--- src/rtl/sm3_ch_arb.sv ---
// Shares one SM3 core between CH_NUM message requesters; grant is locked per message until its digest returns.
// Build option: SM3_ARB_FIX_PRIO_EN selects fixed lowest-index priority instead of round-robin.
module sm3_ch_arb #(
    parameter int CH_NUM = 4,
    localparam int CW = (CH_NUM > 1) ? $clog2(CH_NUM) : 1
) (
    input  logic                   clk,
    input  logic                   rst_n,
    input  logic [CH_NUM*32-1:0]   ch_msg_d,
    input  logic [CH_NUM*4-1:0]    ch_msg_vld_byte,
    input  logic [CH_NUM-1:0]      ch_msg_vld,
    input  logic [CH_NUM-1:0]      ch_msg_lst,
    output logic [CH_NUM-1:0]      ch_msg_rdy,
    output logic [31:0]            core_msg_d,
    output logic [3:0]             core_msg_vld_byte,
    output logic                   core_msg_vld,
    output logic                   core_msg_lst,
    input  logic                   core_msg_rdy,
    input  logic [255:0]           core_res,
    input  logic                   core_res_vld,
    output logic [255:0]           res_d,
    output logic [CH_NUM-1:0]      res_vld,
    output logic [CW-1:0]          res_ch,
    output logic                   busy
);

    typedef enum logic [1:0] {
        IDLE     = 2'd0,
        XFER     = 2'd1,
        WAIT_RES = 2'd2
    } state_t;

    state_t              state_reg;
    state_t              state_next;
    logic [CW-1:0]       grant_reg;
    logic [CW-1:0]       ptr;
    logic [CW-1:0]       arb_win;
    logic                arb_found;
    logic [CW:0]         arb_idx;
    logic [255:0]        res_d_reg;
    logic [CH_NUM-1:0]   res_vld_reg;
    logic [CW-1:0]       res_ch_reg;

    logic [31:0]         ch_d  [CH_NUM];
    logic [3:0]          ch_vb [CH_NUM];

    generate
        for (genvar gi = 0; gi < CH_NUM; gi++) begin : g_unpack
            assign ch_d[gi]  = ch_msg_d[32*gi +: 32];
            assign ch_vb[gi] = ch_msg_vld_byte[4*gi +: 4];
        end
    endgenerate

    logic [31:0] sel_d;
    logic [3:0]  sel_vb;
    logic        sel_vld;
    logic        sel_lst;
    logic        xfer_fire;
    logic        res_done;

    assign sel_d     = ch_d[grant_reg];
    assign sel_vb    = ch_vb[grant_reg];
    assign sel_vld   = ch_msg_vld[grant_reg];
    assign sel_lst   = ch_msg_lst[grant_reg];
    assign xfer_fire = (state_reg == XFER) && sel_vld && core_msg_rdy;
    assign res_done  = (state_reg == WAIT_RES) && core_res_vld;

    // Rotating search starting at ptr; with ptr held at 0 this degenerates to fixed priority.
    always_comb begin
        arb_win   = '0;
        arb_found = 1'b0;
        arb_idx   = '0;
        for (int i = 0; i < CH_NUM; i++) begin
            arb_idx = {1'b0, ptr} + (CW+1)'(i);
            if (arb_idx >= (CW+1)'(CH_NUM))
                arb_idx = arb_idx - (CW+1)'(CH_NUM);
            if (!arb_found && ch_msg_vld[arb_idx[CW-1:0]]) begin
                arb_found = 1'b1;
                arb_win   = arb_idx[CW-1:0];
            end
        end
    end

    always_ff @(posedge clk or negedge rst_n) begin
        if (!rst_n)
            state_reg <= IDLE;
        else
            state_reg <= state_next;
    end

    always_comb begin
        state_next = state_reg;
        case (state_reg)
            IDLE:     if (|ch_msg_vld)             state_next = XFER;
            XFER:     if (xfer_fire && sel_lst)    state_next = WAIT_RES;
            WAIT_RES: if (core_res_vld)            state_next = IDLE;
            default:                               state_next = IDLE;
        endcase
    end

    always_comb begin
        core_msg_d        = '0;
        core_msg_vld_byte = '0;
        core_msg_vld      = 1'b0;
        core_msg_lst      = 1'b0;
        ch_msg_rdy        = '0;
        busy              = (state_reg != IDLE);
        if (state_reg == XFER) begin
            core_msg_d              = sel_d;
            core_msg_vld_byte       = sel_vb;
            core_msg_vld            = sel_vld;
            core_msg_lst            = sel_lst;
            ch_msg_rdy[grant_reg]   = core_msg_rdy;
        end
    end

    always_ff @(posedge clk or negedge rst_n) begin
        if (!rst_n)
            grant_reg <= '0;
        else if (state_reg == IDLE && (|ch_msg_vld))
            grant_reg <= arb_win;
    end

    always_ff @(posedge clk or negedge rst_n) begin
        if (!rst_n) begin
            res_d_reg   <= '0;
            res_vld_reg <= '0;
            res_ch_reg  <= '0;
        end else begin
            res_vld_reg <= '0;
            if (res_done) begin
                res_d_reg   <= core_res;
                res_ch_reg  <= grant_reg;
                res_vld_reg <= CH_NUM'(1) << grant_reg;
            end
        end
    end

`ifdef SM3_ARB_FIX_PRIO_EN
    assign ptr = '0;
`else
    logic [CW-1:0] ptr_reg;

    // Next search starts just past the channel that was served last.
    always_ff @(posedge clk or negedge rst_n) begin
        if (!rst_n)
            ptr_reg <= '0;
        else if (res_done)
            ptr_reg <= (grant_reg == CW'(CH_NUM-1)) ? '0 : grant_reg + CW'(1);
    end

    assign ptr = ptr_reg;
`endif

    assign res_d   = res_d_reg;
    assign res_vld = res_vld_reg;
    assign res_ch  = res_ch_reg;

endmodule

--- config.mk ---
export PLATFORM = sky130hd
export DESIGN_NAME = sm3_ch_arb
export DESIGN_NICKNAME = d
export VERILOG_FILES = /design/src/rtl/sm3_ch_arb.sv
export SDC_FILE = /design/constraint.sdc
export NUM_CORES = 1
export LEC_CHECK = 0
export BUFFER_PORTS_ARGS = -buffer_cell sky130_fd_sc_hd__buf_2
export CAP_MARGIN = 0
export CORE_AREA = 3 3 282 284
export DETAILED_ROUTE_END_ITERATION = 10
export DIE_AREA = 0 0 285 287
export GPL_ROUTABILITY_DRIVEN = 0
export MAX_ROUTING_LAYER = met4
export PLACE_DENSITY = 0.35
export SLEW_MARGIN = 25
export SYNTH_ARGS = -nofsm -noshare
export SYNTH_HDL_FRONTEND = slang
export SYNTH_SLANG_ARGS = --single-unit
--- constraint.sdc ---
create_clock -name clk -period 2.5 [get_ports clk]
set_clock_uncertainty 0.2 [all_clocks]
set_input_delay 0.5 -clock clk [delete_from_list [all_inputs] [get_ports clk]]
set_output_delay 0.5 -clock clk [all_outputs]
set_load 0.01 [all_outputs]
# After elaboration in Yosys (flattened, before gate mapping)
# Index checks and enable logic that the tools add are counted.
# word_totals
wordCells	92
ff_bits	268
# op_classes
reduce_logical	16
n_lt_le_gt_ge	11
bitwise_logic	2
eq_ne	6
shifts	1
muxes	42
add_sub_neg	8
# op_table
cell	n
2-to-1 mux 32 bit	3
binary-select mux 32 bit (select 2 bit)	1
2-to-1 mux 2 bit	12
2-to-1 mux 4 bit	5
less-than comparator 2 x 3 -> 1 bit (second input constant)	5
binary-select mux 1 bit (select 2 bit)	6
greater-or-equal comparator 3 bit (second input constant)	4
2-to-1 mux 1 bit	12
logical AND 1 bit	9
binary-select mux 4 bit (select 2 bit)	1
subtractor 2 x 1 -> 2 bit (second input constant)	4
adder 2 x 2 -> 3 bit (second input constant)	2
case mux 2 bit (3 select lines)	1
bitwise AND 4 bit	1
== test 2 bit (second input constant)	2
inequality test 2 bit (second input constant)	2
OR reduction 4 bit	1
<< shifter 1 x 2 -> 4 bit (first input constant)	1
adder 2 x 1 -> 3 bit (second input constant)	1
greater-or-equal comparator 2 x 3 -> 1 bit (second input constant)	1
logical NOT 1 bit	3
NOT 2 -> 3 bit	1
AND reduction 3 bit	1
adder 2 x 1 -> 2 bit (second input constant)	1
6 further kinds	6

# Longest topological paths before layout
# Gate-level depths: netlist of run 1.
# logic_depth
ltp_word	14
mapped_depth	6
depth_no_buf	4

# Least setup slack after synthesis of run 1
# No wires, ideal clock.
# synth_path
path_type	register to output
startpoint	register grant_reg[0]
endpoint	output core_msg_d[0]
t_arrival_ps	1345
slack_ps	455
n_path_buf	2
path_stages_with_launch	5
cell_sequence	dfrtp_1 -> buf_6 -> buf_6 -> mux4_2 -> and2_1
# synth_between
elab_chain_len	5
# synth_rtl
item	line	source
start: declaration	35	logic [CW-1:0] grant_reg;
start signal: assignment	121	grant_reg <= arb_win;
NOT 2 -> 3 bit (implied by the code)	61	assign sel_d = ch_d[grant_reg];
binary-select mux 32 bit (select 2 bit)	61	
2-to-1 mux 32 bit (implied by the code) (2 in series)	61	
2-to-1 mux 32 bit	108	if (state_reg == XFER) begin
end: declaration	14	output logic [31:0] core_msg_d,
# Every way passes these cells. The select of a mux whose other input is x is not followed.

# Final worst setup path of run 1
# layout_path
startpoint	register grant_reg[0]
endpoint	output core_msg_vld_byte[0]
# layout_between
elab_chain_len	5
# layout_rtl
item	line	source
NOT 2 -> 3 bit (implied by the code)	62	assign sel_vb = ch_vb[grant_reg];
binary-select mux 4 bit (select 2 bit)	62	
2-to-1 mux 4 bit (implied by the code) (2 in series)	62	
2-to-1 mux 4 bit	108	
end: declaration	15	output logic [3:0] core_msg_vld_byte,
# Every way passes these cells. The select of a mux whose other input is x is not followed.

==> impl_results.md, run 1 <==
- GRT overflow: 0
- Outcome: complete, but fails checks
- I/O Pins: between 700 and 800
- Cts bufs inserted: 35
- Critical Path Most Common Cell: buf_12
- Clk Latency, worst-skew pair: ~0.52 ns
- Bufs and invs on worst path: 4
- Tot GR Track Use: 0.110
- Setup TNS Final: -8.07 ns
- Routed len/inst: roughly 17 microns
- Delay-heaviest family, CP: buffers and inverters
- Violated checks: setup timing
- Max reg flops: about 260
- Nets: approximately 2100
- Final Max Tran Viols: 0
- Internal: 14.6 mW
- Crit-path cells: buf_12 > buf_12 > buf_4 > mux4_2 > and2_4 > buf_2
- Cells after Synth: 694
- Hold/Removal Path Class: input port to flip-flop
- Die Y: around 290 microns
- Most frequent cells in the layout: 695 x buf_2, 266 x dfrtp_1, 257 x mux2_2
- Antenna violations before repair: 10
- DR DRC count: 0
- Switching Share: 0.336
- Share of the synthesized area in the top cell type: 0.588
- Final core occ: 0.264
- Drt via density: between 3 and 4
- Pwr per Cell Area: 1080 nW/um^2
- DRT iter0 DRCs: between 150 and 200
- Max Freq: between 300 and 400 MHz
- Seq/Total Area, Yosys: 0.588
- Clock power frac: 0.228
- Mapped Nets: 1110
- Core Rows: 102
- First-pass GRT wire length: ~67000 microns
- Clk slew on worst S/H paths: approximately 0.06 ns
- Final HPWL DP: between 30000 and 40000 microns
- Crit path time final: ~2.8 ns
- Clk buf depth: 3
- Leak: around 10 nW
- Critical Path Slowest Stage Cell: dfrtp_2
- Largest net degree at the start of global routing: 52
- Startpoint types: flip-flop
- Arrival time at the worst endpoint: 2.07 ns
- Seq cells post-synth: between 200 and 300
- Vias in the first global route: ~11000
- Final Hold Vio Count: 0
- Period utilization: 1.11
- Setup Viol. Count Final: 40
- Critical Path Sink Type: primary output
- Post-route antenna net violation count: 0
- TritonRoute pass-1 iters: 6
- Reg power frac: 0.339
- Mapped cell area: 11400 sq um
- Die W: about 290 microns
- CP max stage delay: 0.43 ns
- Commonest non-fill, non-tap cell in the layout: buf_2
- FF-to-FF setup slack: between 0.6 and 0.7 ns
- Post-DP Area: between 15000 and 20000 sq um
- RSZ-0062 raised after global routing: true
- Core Box Area: just under 80000 sq um
- Maxcap violations: 0
- CTS tree: done
- Via count: about 9900
- Worst-margin pin slew: about 0.45 ns
- Maximum VDD drop: 0.496 mV
- Largest cells by area after synthesis: dfrtp_1 59%, mux2_2 25%, mux4_2 6.3%
- Final worst slack: -0.265 ns
- Syn. warnings: 0
- Crit-path max FO: 5
- PortBufs: 716
- Rel. slew slack: 0.697
- Synth cell types: 29
- # H-tree levels: 2
- Data required time at the worst endpoint: around 1.8 ns
- Number of clock sinks: approximately 270
- Net Switching: roughly 7.4 mW
- Post-route cell area: roughly 20000 sq um
- Layout cells sized above 1: 0.660
- Area grow syn2layout: 78.7%
- Leading area contributor after synthesis: dfrtp_1
- Root Buffer Master: clkbuf_16
- Worst Hold Margin: roughly 0.039 ns
- Synth Area per Inst: between 15 and 20 sq um
- Total Wirelength: ~46000 microns
- Die area: 81800 sq um
- Crit Path Class: flip-flop to primary output
- Starting Density: 0.147
- Logic gate share of total power: 0.433
## cell families after synthesis
| logic type | Yosys count | synth area share |
|---|---|---|
| compound gates | 13 | 0.00757 |
| fa+ha+maj | 4 | 0.00439 |
| buf+inv | 51 | 0.0367 |
| flops | 268 | 0.588 |
| mux | 296 | 0.332 |
| simple gates | 62 | 0.0317 |
## power groups by stage
stage | combinational (mW) | sequential, mW | clock [mW]
2_1_floorplan | 3.51 | 8.44 | 0
3_3_place_gp | 8.59 | 7.52 | 0
3_5_place_dp | 8.62 | 7.54 | 0
4_1_cts | 9.39 | 7.51 | 5.29
5_1_grt | 10.3 | 7.75 | 5.46
6_report | 9.56 | 7.47 | 5.02
## cells in the mapped netlist, drive strengths merged
cell	count
dfrtp	268
o32ai	1
mux4	38
mux2i	1
o21a	1
clkbuf	4
nor2	7
o31ai	1
nor3	4
o21ai	4
nand3b	1
nor2b	1
inv	9
ha	4
o22ai	1
nand2	8
o41ai	2
mux2	257
nand2b	3
and2	38
buf	38
a21oi	3
## layer usage
metal	vias to the layer above	share of wire	global-route usage
li1	4514	-	-
met1	4906	0.35	0.110
met2	423	0.54	0.202
met3	87	0.068	0.0266
met4	0	0.038	0.0487
met5	-	0	-
## what timing repair did
action,CTS,global route
pin swaps,1,6
resized for setup,32,24
setup endpoints to repair,42,42
buffers inserted,6,4
cloned,2,2
hold buffers,251,0
hold endpoints to repair,289,0
## worst paths after layout
kind | from | endpoint | depth (start not counted)
max | grant_reg[0] | core_msg_vld_byte[0] | 6
min | core_res[13] | res_d[13] | 2
max reg2reg | state_reg[1] | res_d[124] | 4
min reg2reg | res_ch[1] | res_ch[1] | 2
max in group asynchronous | rst_n | res_d[126] | 3
min in group asynchronous | rst_n | res_d[186] | 2
## stage by stage
step                      total power [mW]  setup WS (ns)  instances
after CTS                             22.2         -0.324       2757
after global routing                  23.5         -0.352       2771
after global placement                16.1          0.237       2436
final                                 22.0         -0.265       2771
after detailed placement              16.2          0.221       2436
after floorplan                       11.9          0.455        694
## area by class of cell
type / count / area, sq um
fillers: 8244 / 57000
repair buffers: 1009 / 6830
flip-flops and latches: 268 / 6710
multi-input cells: 375 / 4340
well taps: 1040 / 1300
clock buffers: 50 / 1010
clock inverters: 12 / 134
inverters: 9 / 36.3
diodes: 8 / 20.0
(Power assumes the default switching activity.)
==> run 2, diff against run 1 <==
--- a/config.mk
+++ b/config.mk
@@ -5,12 +5,13 @@
 export SDC_FILE = /design/constraint.sdc
 export NUM_CORES = 1
 export LEC_CHECK = 0
-export BUFFER_PORTS_ARGS = -buffer_cell sky130_fd_sc_hd__buf_2
+export BUFFER_PORTS_ARGS = -buffer_cell sky130_fd_sc_hd__clkbuf_2
 export CAP_MARGIN = 0
 export CORE_AREA = 3 3 282 284
 export DETAILED_ROUTE_END_ITERATION = 10
 export DIE_AREA = 0 0 285 287
 export GPL_ROUTABILITY_DRIVEN = 0
+export HOLD_SLACK_MARGIN = 0.08
 export MAX_ROUTING_LAYER = met4
 export PLACE_DENSITY = 0.35
 export SLEW_MARGIN = 25
==> impl_results.md, run 2 (synthesis gave the netlist of run 1 again) <==
- Maxcap violations: 0
- Dpl cells: approximately 2400
- PortBufs: ~720
- Final Non-Filler Cells: 2778
- Via count: roughly 10000
- Final core occ: 0.262
- Leak: about 10 nW
- Setup Viol. Count Final: 41
- Final Max Tran Viols: 0
- Pwr per Cell Area: 1070 nW/um^2
- Period utilization: 1.08
- I/O Pins: slightly above 700
- Max reg flops: ~260
- Clk slew on worst S/H paths: approximately 0.050 ns
- CTS tree: done
- Final Hold Vio Count: 0
- Max Freq: approximately 370 MHz
- Rel. slew slack: 0.688
- Startpoint types: flip-flop
- Fill cells: between 8000 and 9000
- Clk buf depth: 3
- Vias in the first global route: ~11000
- Total Wirelength: 46300 microns
- Cts bufs inserted: 36
- Clk Latency, worst-skew pair: about 0.52 ns
- Die area: approximately 82000 sq um
- # H-tree levels: 2
- Crit Path Class: flip-flop to primary output
- Layout cells sized above 1: 0.655
- GRT overflow: 0
- Crit path time final: between 2 and 3 ns
- RSZ-0062 raised after global routing: true
- Data required time at the worst endpoint: 1.80 ns
- Outcome: complete, but fails checks
- Setup TNS Final: -6.69 ns
- Crit-path max FO: 12
- Hold/Removal Path Class: input port to flip-flop
- Post-route cell area: ~20000 sq um
- Final HPWL DP: around 36000 microns
- Die W: between 200 and 300 microns
- Violated checks: setup timing
- First-pass GRT wire length: 67700 microns
- Tot GR Track Use: 0.110
- Number of clock sinks: between 200 and 300
- Nets: roughly 2100
- Area grow syn2layout: 77.9%
- Starting Density: 0.147
- Most frequent cells in the layout: 700 x clkbuf_2, 266 x dfrtp_1, 259 x dlygate4sd3_1
- Drt via density: ~3.6
- Arrival time at the worst endpoint: around 2 ns
- Die Y: 287 microns
- Antenna violations before repair: 3
- TritonRoute pass-1 iters: 4
- Worst Hold Margin: about 0.16 ns
- Commonest non-fill, non-tap cell in the layout: clkbuf_2
- Routed len/inst: 16.7 microns
- Core Rows: approximately 100
- Maximum VDD drop: 0.420 mV
- Core Box Area: 77300 sq um
- Worst-margin pin slew: around 0.47 ns
- Largest net degree at the start of global routing: 55
- Critical Path Sink Type: primary output
- DRT iter0 DRCs: about 200
- Final worst slack: -0.212 ns
- Post-DP Area: approximately 16000 sq um
- DR DRC count: 0
- Root Buffer Master: clkbuf_16
- Post-route antenna net violation count: 0
==> run 2: cell count changes in the layout (fill, tap and decap cells not counted), moves of 3 or more <==
cell           previous run  this run
clkbuf_1                  7        11
buf_6                    16        12
buf_2                   695         6
diode_2                   8         3
clkinv_2                  6         3
and2_4                   20        16
and2_1                   18        22
buf_12                   18        15
dlygate4sd3_1           251       259
clkbuf_2                  0       700
==> run 2: worst paths after layout <==
kind	start	to	slack [ns]	depth (start not counted)
max	grant_reg[0]	core_msg_vld	-0.21	4
min	ch_msg_vld[1]	grant_reg[0]	0.16	3
max reg2reg	grant_reg[0]	state_reg[1]	0.65	5
min reg2reg	res_ch[0]	res_ch[0]	0.30	2
max in group asynchronous	rst_n	res_d[77]	1.12	3
min in group asynchronous	rst_n	res_d[185]	0.28	2
==> run 2: stage by stage <==
stage | setup slack, ns | total power [mW]
6_report | -0.212 | 21.7
5_1_grt | -0.310 | 23.0
4_1_cts | -0.292 | 22.0
3_5_place_dp | 0.231 | 16.2
3_3_place_gp | 0.247 | 16.1
2_1_floorplan | 0.455 | 11.9
==> run 2: layout make-up <==
class	instances	area, sq um	area share
diodes	3	7.51	0.000370
clock buffers	54	1040	0.0512
clock inverters	9	86.3	0.00426
inverters	9	33.8	0.00167
multi-input cells	375	4320	0.213
flip-flops and latches	268	6710	0.331
well taps	1040	1300	0.0641
repair buffers	1020	6790	0.335
==> run 2: worst max-delay path, stage by stage (launching register included) <==
cell      delay (ns)
dfrtp_2         0.43
buf_12          0.19
mux4_2          0.56
and2_4          0.18
clkbuf_2        0.13
==> run 2: report_power, final <==
part / leakage [nW] / total (mW) / internal, mW / switching [mW]
Combinational: 6.18 / 9.23 / 4.89 / 4.34
Sequential: 3.35 / 7.56 / 6.43 / 1.13
Clock: 0.544 / 4.90 / 2.89 / 2.01
Total: 10.1 / 21.7 / 14.2 / 7.48
==> run 2: timing repair <==
item	CTS	global route
pin swaps	0	8
setup endpoints to repair	41	42
cloned	2	0
resized for setup	25	42
hold buffers	259	0
buffers inserted	8	6
hold endpoints to repair	311	0
==> run 2: routing by layer <==
metal	global-route usage	vias up	share of wire
li1	-	4517	-
met1	0.107	4898	0.34
met4	0.0436	0	0.035
met3	0.0293	79	0.074
met2	0.208	421	0.55
met5	-	-	0
==> run 3, diff against run 2 <==
--- a/config.mk
+++ b/config.mk
@@ -14,6 +14,7 @@
 export HOLD_SLACK_MARGIN = 0.08
 export MAX_ROUTING_LAYER = met4
 export PLACE_DENSITY = 0.35
+export SKIP_CTS_REPAIR_TIMING = 1
 export SLEW_MARGIN = 25
 export SYNTH_ARGS = -nofsm -noshare
 export SYNTH_HDL_FRONTEND = slang
==> impl_results.md, run 3 (synthesis gave the netlist of run 1 again) <==
- Post-route cell area: between 20000 and 25000 sq um
- Worst-margin pin slew: 0.469 ns
- Period utilization: 1.10
- Worst reg2reg startpoint: grant_reg[0]
- Critical Path Slowest Stage Cell: mux4_2
- Root Buffer Master: clkbuf_16
- Nets: 2126
- Rel. slew slack: 0.687
- Maximum VDD drop: between 0.4 and 0.5 mV
- Arrival time at the worst endpoint: 2.05 ns
- Commonest non-fill, non-tap cell in the layout: clkbuf_2
- Register Area: 6710 sq um
- Total Wirelength: about 46000 microns
- Via count: slightly below 10000
- First-pass GRT wire length: approximately 63000 microns
- Setup WS pre-CTS: about 0.23 ns
- Core Rows: 102
- Crit Path Class: flip-flop to primary output
- DR DRC count: 0
- Hold/Removal Path Class: input port to flip-flop
- Starting Density: 0.147
- Startpoint types: flip-flop
- Leak: approximately 10 nW
- Critical Path Start: grant_reg[0]
- Most frequent cells in the layout: 692 x clkbuf_2, 266 x dfrtp_1, 258 x dlygate4sd3_1
- TritonRoute pass-1 iters: 4
- Layout cells sized above 1: 0.662
- RSZ-0062 raised after global routing: true
- I/O Pins: just over 700
- Clk slew on worst S/H paths: roughly 0.050 ns
- GRT overflow: 0
- Worst R2R End: state_reg[1]
- Final core occ: 0.264
- Area grow syn2layout: 79.0%
- Crit-path cells: buf_12 > mux4_2 > and2_4 > clkbuf_2
- Hold EP: grant_reg[0]
- Die Y: approximately 290 microns
- Clk buf depth: 3
- Die area: 81800 sq um
- FF-to-FF setup slack: slightly above 0.6 ns
- Antenna violations before repair: 2
- Hold_sp: ch_msg_vld[3]
- Data required time at the worst endpoint: approximately 1.8 ns
- Final Max Tran Viols: 0
- Final worst slack: -0.254 ns
- Clk Latency, worst-skew pair: roughly 0.52 ns
- Post-DP Area: 16300 sq um
- Max reg flops: between 200 and 300
- Final HPWL DP: between 30000 and 40000 microns
- Fill cells: between 8000 and 9000
- R2r worst-path depth: 5
- Post-route antenna net violation count: 0
- Vias in the first global route: around 9900
- Core Box Area: slightly below 80000 sq um
- Worst hold stages: 3
- Setup TNS Final: -7.72 ns
- # H-tree levels: 2
- Number of clock sinks: 268
- PortBufs: 716
- Setup Viol. Count Final: 39
- CP max stage delay: roughly 0.57 ns
- Outcome: complete, but fails checks
- Crit path time final: between 2 and 3 ns
- Multi-input gate area: approximately 4400 sq um
- Drt via density: between 3 and 4
- Crit-path max FO: 12
- Violated checks: setup timing
- Tot Pwr: between 20 and 25 mW
- Routed len/inst: about 17 microns
- Tot GR Track Use: 0.105
- DRT iter0 DRCs: 176
- Die W: between 200 and 300 microns
- Critical Path Sink Type: primary output
- Final Hold Vio Count: 0
- Pwr per Cell Area: 1070 nW/um^2
- Maxcap violations: 0
- Largest net degree at the start of global routing: between 50 and 60
- Cts bufs inserted: 36
- Max Freq: ~360 MHz
- CTS tree: done
[run 3: critical path, delay by kind of cell, from the launching register on]
kind                   cells  cell delay [ns]
buffers and inverters      2             0.31
DFF                        1             0.46
muxes                      1             0.57
and+or+nand+nor            1             0.18
[run 3: power breakdown]
part / switching, mW / internal [mW]
Clock: 2.00 / 2.89
Combinational: 4.41 / 5.05
Sequential: 1.14 / 6.43
[run 3: cell type report]
cell class,count,share of cell area
Sequential cell,268,0.329
Inverter,9,0.00202
Timing Repair Buffer,1020,0.335
Clock inverter,9,0.00423
Antenna cell,2,0.000245
Multi-Input combinational cell,375,0.215
Clock buffer,54,0.0509
Tap cell,1040,0.0637
[run 3: per-stage QoR]
step,hold slack (ns),cells
2_1_floorplan,0.00441,694
5_1_grt,0.107,2777
3_5_place_dp,0.275,2439
4_1_cts,-0.324,2502
3_3_place_gp,0.262,2439
6_report,0.135,2777
[run 3: worst max path at each step]
stage          cells past startpoint              to
6_report                           4    core_msg_vld
5_1_grt                            5   core_msg_d[9]
4_1_cts                            4  core_msg_d[31]
3_5_place_dp                       4  core_msg_d[31]
3_3_place_gp                       4  core_msg_d[31]
2_1_floorplan                      4   core_msg_d[0]
[run 3: layer usage]
layer  vias to the layer above  wire (microns)  global-route usage
met5                         -               0                   -
met4                         0            1260              0.0377
met3                        74            3440              0.0343
met2                       423           25800               0.197
met1                      4923           15900               0.100
li1                       4516               -                   -
